`config.mk`:
```
export PLATFORM = sky130hd
export DESIGN_NAME = gpio_sw_debounce
export DESIGN_NICKNAME = d
export VERILOG_FILES = /design/src/rtl/gpio_pkg.sv /design/src/rtl/gpio_debounce_bit.sv /design/src/rtl/gpio_sw_debounce.sv
export SDC_FILE = /design/constraint.sdc
export NUM_CORES = 1
export LEC_CHECK = 0
export ABC_AREA = 1
export BUFFER_PORTS_ARGS = -buffer_cell sky130_fd_sc_hd__buf_2
export CORE_MARGIN = 8
export CORE_UTILIZATION = 35
export DETAILED_ROUTE_END_ITERATION = 8
export SYNTH_ARGS = -nofsm -noshare
export SYNTH_HDL_FRONTEND = slang
export SYNTH_SLANG_ARGS = --single-unit
```
`constraint.sdc`:
```
create_clock -name clock -period 1.7 [get_ports clock]
set_clock_uncertainty 0.15 [all_clocks]
set_input_delay 0.085 -clock clock [delete_from_list [all_inputs] [get_ports clock]]
set_output_delay 0.085 -clock clock [all_outputs]
set_load 0.02 [all_outputs]
```
`src/rtl/gpio_pkg.sv`:
```
// Shared GPIO constants: bus width and debounce defaults.
package gpio_pkg;

    localparam int GPIO_W               = 16;
    localparam int DEFAULT_PRESCALE     = 1000;
    localparam int DEFAULT_STABLE_TICKS = 8;

    // Width of a counter that must hold values 0..max_val.
    function automatic int count_width(input int max_val);
        return (max_val < 1) ? 1 : $clog2(max_val + 1);
    endfunction

endpackage

```
`src/rtl/gpio_debounce_bit.sv`:
```
// One switch bit: two-flop synchronizer followed by a tick-driven stability
// filter that accepts a new level only after STABLE_TICKS consecutive
// differing samples.
module gpio_debounce_bit
    import gpio_pkg::*;
#(
    parameter int STABLE_TICKS = DEFAULT_STABLE_TICKS
) (
    input  logic clock,
    input  logic reset,
    input  logic sample_tick,
    input  logic sw_raw,
    output logic level,
    output logic changed
);

    localparam int              CW       = count_width(STABLE_TICKS);
    localparam logic [CW-1:0]   CNT_LAST = CW'(STABLE_TICKS - 1);

    logic          s1_reg;
    logic          s2_reg;
    logic [CW-1:0] cnt_reg;
    logic [CW-1:0] cnt_next;
    logic          level_reg;
    logic          level_next;
    logic          changed_reg;
    logic          changed_next;

    // Synchronizer pair; the raw pin is asynchronous to clock.
    always_ff @(posedge clock) begin
        if (reset) begin
            s1_reg <= 1'b0;
            s2_reg <= 1'b0;
        end else begin
            s1_reg <= sw_raw;
            s2_reg <= s1_reg;
        end
    end

    // Filter decision: any matching sample clears the run, a full run flips the level.
    always_comb begin
        cnt_next     = cnt_reg;
        level_next   = level_reg;
        changed_next = 1'b0;
        if (sample_tick) begin
            if (s2_reg == level_reg) begin
                cnt_next = '0;
            end else if (cnt_reg == CNT_LAST) begin
                cnt_next     = '0;
                level_next   = s2_reg;
                changed_next = 1'b1;
            end else begin
                cnt_next = cnt_reg + CW'(1);
            end
        end
    end

    // Filter state: run counter, accepted level and the one-cycle change pulse.
    always_ff @(posedge clock) begin
        if (reset) begin
            cnt_reg     <= '0;
            level_reg   <= 1'b0;
            changed_reg <= 1'b0;
        end else begin
            cnt_reg     <= cnt_next;
            level_reg   <= level_next;
            changed_reg <= changed_next;
        end
    end

    assign level   = level_reg;
    assign changed = changed_reg;

endmodule

```
`src/rtl/gpio_sw_debounce.sv`:
```
// Slide-switch conditioner for the APB GPIO slave: a shared sample-tick
// prescaler feeding GPIO_W independent per-bit debounce filters.
module gpio_sw_debounce
    import gpio_pkg::*;
#(
    parameter int PRESCALE     = DEFAULT_PRESCALE,
    parameter int STABLE_TICKS = DEFAULT_STABLE_TICKS
) (
    input  logic              clock,
    input  logic              reset,
    input  logic [GPIO_W-1:0] sw_raw,
    output logic [GPIO_W-1:0] gpio_in,
    output logic [GPIO_W-1:0] sw_changed,
    output logic              sample_tick
);

    localparam int            PW        = count_width(PRESCALE - 1);
    localparam logic [PW-1:0] PCNT_LAST = PW'(PRESCALE - 1);

    logic [PW-1:0] pcnt_reg;
    logic [PW-1:0] pcnt_next;
    logic          tick_reg;

    // Prescaler wraps at PRESCALE-1; with PRESCALE = 1 it sits at 0 and ticks every cycle.
    always_comb begin
        pcnt_next = pcnt_reg + PW'(1);
        if (pcnt_reg == PCNT_LAST) begin
            pcnt_next = '0;
        end
    end

    // Prescaler count and registered tick (high the cycle after the terminal count).
    always_ff @(posedge clock) begin
        if (reset) begin
            pcnt_reg <= '0;
            tick_reg <= 1'b0;
        end else begin
            pcnt_reg <= pcnt_next;
            tick_reg <= (pcnt_reg == PCNT_LAST);
        end
    end

    assign sample_tick = tick_reg;

    generate
        for (genvar gi = 0; gi < GPIO_W; gi++) begin : g_bit
            gpio_debounce_bit #(
                .STABLE_TICKS(STABLE_TICKS)
            ) u_bit (
                .clock      (clock),
                .reset      (reset),
                .sample_tick(tick_reg),
                .sw_raw     (sw_raw[gi]),
                .level      (gpio_in[gi]),
                .changed    (sw_changed[gi])
            );
        end
    endgenerate

endmodule

```
# Yosys cells after proc, flatten, opt, wreduce, memory -nomap -nowiden
# Cells that the tools add are included.
# Widths: inputs -> output; s select.
[word_totals] register_bits=139 input_bits=18 output_inout_bits=33 wordCells=230
[op_classes] add_sub_neg=17 eq_ne=33 mux=48 bitwise=17 n_reduce_logical=33
[op_table] cell="$mux 4" count=32
[op_table] cell="$add 4x1->4 const B" count=16
[op_table] cell="$eq 4x3->1 const B" count=16
[op_table] cell="$reduce_and 3->1" count=16
[op_table] cell="$reduce_or 3->1" count=16
[op_table] cell="$not 1->1" count=17
[op_table] cell="$eq 1x1->1" count=16
[op_table] cell="$mux 1" count=16
[op_table] cell="$add 10x1->10 const B" count=1
[op_table] cell="$eq 10x10->1 const B" count=1
[op_table] cell="$reduce_or 2->1" count=1

# Longest topological paths before layout
[depth] word_depth=3 depth_mapped=8 depth_no_buf=8

# Cells and area by module
# From an unflattened synthesis, not the netlist that was laid out.
[hier_totals] hier_cells=838 area_unflattened_um2=6323.6
[modules_own_cells] module="gpio_debounce_bit" n_inst=16 cells_each=48 area_each_um2=362.8 seq_area_each_um2=160.2
[modules_own_cells] module="gpio_sw_debounce" n_inst=1 cells_each=70 area_each_um2=518.0 seq_area_each_um2=220.2

# Worst setup path before layout
# Ideal clock, no wire load.
[synth_path] path_type="register to register" start="register tick_reg (netlist: sample_tick)" end="register g_bit[10].u_bit.level_reg" setup_ps=132 arrival_time_ps=1059 t_required_ps=1418 path_slack_ps=358 stages_incl_launch_ff=7 path_buffers=1 period_less_slack_ps=1342 path_cell_list="dfxtp_1 buf_4 nand2_1 nor2_2 nand2_1 nand2_1 a21oi_1"
[synth_between] elab_chain_cells=1
[synth_lines] element="from (decl)" line="gpio_sw_debounce.sv:22" rtl="logic tick_reg;"
[synth_lines] element="from (signal assigned)" line="gpio_sw_debounce.sv:39" rtl="tick_reg <= (pcnt_reg == PCNT_LAST);"
[synth_lines] element="$reduce_and 3->1 (no line)"
[synth_lines] element="to (signal assigned)" line="gpio_debounce_bit.sv:66" rtl="level_reg <= level_next;"
[synth_lines] element="to (decl)" line="gpio_debounce_bit.sv:24" rtl="logic level_reg;"
# Every way passes these cells.
# A chain may end at the register's enable or synchronous reset.

# Final worst setup path
[layout_path] start="register pcnt_reg[0]" end="register pcnt_reg[5]"
[layout_between] elab_chain_cells=2 word_cells_on_any_way=3 cone_classes="add/sub: 1; eq/ne: 1; reduce/logical: 1"
[layout_lines] element="from (decl)" line="gpio_sw_debounce.sv:20" rtl="logic [PW-1:0] pcnt_reg;"
[layout_lines] element="from (signal assigned)" line="gpio_sw_debounce.sv:38" rtl="pcnt_reg <= pcnt_next;"
[layout_lines] element="branches (longest 2 deep; another with $add 10x1->10)"
# Several ways; the timed one is not identified.

==> results.sh <==
export IMPL_most_common_cell_after_layout_fill_and_taps_aside="sky130_fd_sc_hd__nand2_1"
export IMPL_drv_cap=0
export IMPL_wl_per_cell_um=10.3
export IMPL_proportion_of_layout_cells_with_a_drive_suffix_above_1_pct=12.0
export IMPL_routed_via_count=5124
export IMPL_gr_usage_met3_pct=4.25
export IMPL_synth_area_top_cells="sky130_fd_sc_hd__dfxtp_1 45%, sky130_fd_sc_hd__nand2_1 13%, sky130_fd_sc_hd__nor2_1 7.8%, sky130_fd_sc_hd__a21oi_1 6.9%, sky130_fd_sc_hd__inv_1 5.7%"
export IMPL_tritoncts_num_sinks=139
export IMPL_grt_busiest_layer="met2"
export IMPL_p_per_area_nw_per_um2=952
export IMPL_holdCritPathClass="reg2reg"
export IMPL_synth_top_cell_area_share_pct=45.3
export IMPL_setup_violations_final=0
export IMPL_clock_latency_late_sink_ps=410
export IMPL_drt_wl_total_mm=11.8
export IMPL_ys_warnings_count=0
export IMPL_pre_cts_ws_ps=281
export IMPL_place_hpwl_mm=7.80
export IMPL_worst_setup_path_type="reg2reg"
export IMPL_grt_util_all_layers_pct=11.1
export IMPL_rsz_0062_raised_after_global_routing="no"
export IMPL_clock_root_buffer="sky130_fd_sc_hd__clkbuf_16"
export IMPL_yosys_register_bits=139
export IMPL_port_buffers=50
export IMPL_gp_congestion=0.753
export IMPL_detail_route_drc_violations=0
export IMPL_antenna_diode_count=0
export IMPL_grt_pass1_wl_mm=20.3
export IMPL_detail_route_iter0_violations=228
export IMPL_cts_tree="built"
export IMPL_startpoint_type="register"
export IMPL_maxSlewViolCount=0
export IMPL_outcome="finished clean"
export IMPL_synth_seq_area_share_pct=45.3
export IMPL_flow_area_growth_from_synthesis_pct=16.2
export IMPL_finalWorstSetupSlack_ps=288
export IMPL_synth_distinct_cells=22
export IMPL_vdd_ir_drop_worst_mv=0.725
export IMPL_ctsHtreeMaxLevel=4
export IMPL_post_route_period_util_pct=83.1
export IMPL_achievable_frequency_mhz=708
export IMPL_drt_first_pass_iters=5
export IMPL_max_slew_worst_pin_slew_ps=489
export IMPL_first_global_vias=4572
export IMPL_num_io_pins=51
export IMPL_placement_rows=48
export IMPL_grt_start_max_net_pins=105
export IMPL_vias_per_cell=4.48
export IMPL_worst_endpoint_required_ps=1840
export IMPL_timing_critical_path_arrival_ps=1550
export IMPL_grt_use_met2_pct=18.0
export IMPL_fin_nets=940
export IMPL_cts_max_path_buffers=2
export IMPL_floorplan_initialDensity_pct=35.6
export IMPL_static_leakage_power_nw=2.95
export IMPL_chipHeight_um=148
export IMPL_chipWidth_um=148
export IMPL_postSynthCellCount=864
export IMPL_grt_antenna_before_repair=0
export IMPL_synth_area_um2=6140
export IMPL_relSlewSlack_pct=67.4
export IMPL_fp_dieArea_um2=22000
export IMPL_hold_viol_final=0
export IMPL_globalRoute_totalOverflow=0
export IMPL_cp_end_kind="register"
export IMPL_largest_reg_flops=64
export IMPL_cts_reportedPaths_clkPinSlew_ps=60
export IMPL_timing_critical_path_fanout_max=8
export IMPL_layout_cells_most_common_list="217 x sky130_fd_sc_hd__nand2_1, 138 x sky130_fd_sc_hd__dfxtp_1, 128 x sky130_fd_sc_hd__nor2_1"
export IMPL_setup_tns_ps=0
export IMPL_grt_use_met1_pct=13.2
export IMPL_detail_route_antenna_nets=0
export IMPL_synth_fp_nets=899
export IMPL_numCtsBuffers=17
export IMPL_post_synthesis_area_per_instance_um2=7.10
export IMPL_core_area_um2=17200
export IMPL_layout_min_cycle_time_ps=1410
export IMPL_synth_largest_area_cell="sky130_fd_sc_hd__dfxtp_1"
==> routing by layer <==
metal	vias to the layer above	routed length, um
met5	-	0
met4	0	74
met3	4	490
met2	62	5330
met1	2266	5890
li1	2792	-
==> final timing paths <==
kind                           from                endpoint  slack [ps]  cells after the start
max                     pcnt_reg[0]             pcnt_reg[5]         290                      6
min          g_bit[13].u_bit.s1_reg  g_bit[13].u_bit.s2_reg         240                      2
max reg2reg             pcnt_reg[0]             pcnt_reg[5]         290                      6
min reg2reg  g_bit[13].u_bit.s1_reg  g_bit[13].u_bit.s2_reg         240                      2
==> critical path, cell delays in order, from the launching register on <==
cell,delay [ps]
sky130_fd_sc_hd__dfxtp_1,350
sky130_fd_sc_hd__ha_1,170
sky130_fd_sc_hd__nand2_1,80
sky130_fd_sc_hd__nor2_1,90
sky130_fd_sc_hd__nand3_1,120
sky130_fd_sc_hd__nand2_1,250
sky130_fd_sc_hd__nor2_1,80
==> final cells by class <==
type | instances | area [um^2]
well taps | 225 | 282
multi-input cells | 574 | 2640
fillers | 1737 | 10100
inverters | 95 | 357
repair buffers | 78 | 543
clock inverters | 10 | 68.8
flip-flops and latches | 139 | 2780
clock buffers | 22 | 464
==> stage by stage <==
step / utilization, % / power (mW) / hold slack [ps] / area [um^2] / instances
final: 41.4 / 6.79 / 240 / 7130 / 1143
after global routing: 41.4 / 7.11 / 260 / 7130 / 1143
after CTS: 41.4 / 6.93 / 240 / 7130 / 1143
after detailed placement: 37.3 / 3.55 / 142 / 6430 / 1094
after global placement: 37.3 / 3.54 / 135 / 6430 / 1094
after floorplan: - / 3.49 / 42.0 / 6140 / 864
==> cell families (layout without fill, tap and decap cells) <==
family                     after synthesis  in the layout  share of synthesized area (%)
DFF                                    139            139                           45.3
buffers and inverters                  151            205                           11.7
and+or+nand+nor                        441            441                           29.6
adders and majority gates               17             17                           3.47
AOI/OAI and AO/OA                      114            114                           9.54
xor gates and xnor gates                 2              2                          0.285
==> where the power goes <==
group	internal [mW]	switching, mW	total (mW)	leakage (nW)
Combinational	0.0766	0.102	0.178	1.57
Clock	1.94	1.35	3.29	0.256
Sequential	3.30	0.0225	3.32	1.13
==> cell usage after synthesis <==
cell type	n
sky130_fd_sc_hd__o21a_1	6
sky130_fd_sc_hd__nor2_2	16
sky130_fd_sc_hd__inv_2	1
sky130_fd_sc_hd__a21oi_1	84
sky130_fd_sc_hd__inv_1	94
sky130_fd_sc_hd__nand2_1	217
sky130_fd_sc_hd__buf_2	17
sky130_fd_sc_hd__nor3_1	1
sky130_fd_sc_hd__nand3_1	60
sky130_fd_sc_hd__buf_4	33
sky130_fd_sc_hd__ha_1	17
sky130_fd_sc_hd__xor2_1	1
sky130_fd_sc_hd__o21ai_1	1
sky130_fd_sc_hd__dfxtp_1	139
sky130_fd_sc_hd__buf_6	1
sky130_fd_sc_hd__xnor2_1	1
sky130_fd_sc_hd__or2_0	1
sky130_fd_sc_hd__or2_2	1
sky130_fd_sc_hd__clkbuf_1	5
sky130_fd_sc_hd__o21ai_0	23
sky130_fd_sc_hd__nor2_1	128
sky130_fd_sc_hd__nand4_1	17
==> repair_timing <==
item / 4_1_cts / 5_1_grt
buffers inserted: 0 / 0
resized for setup: 0 / 0
hold buffers: 17 / 0
endpoints found under the hold margin: 30 / 0
Note: power is estimated with default switching activity, not from simulation.
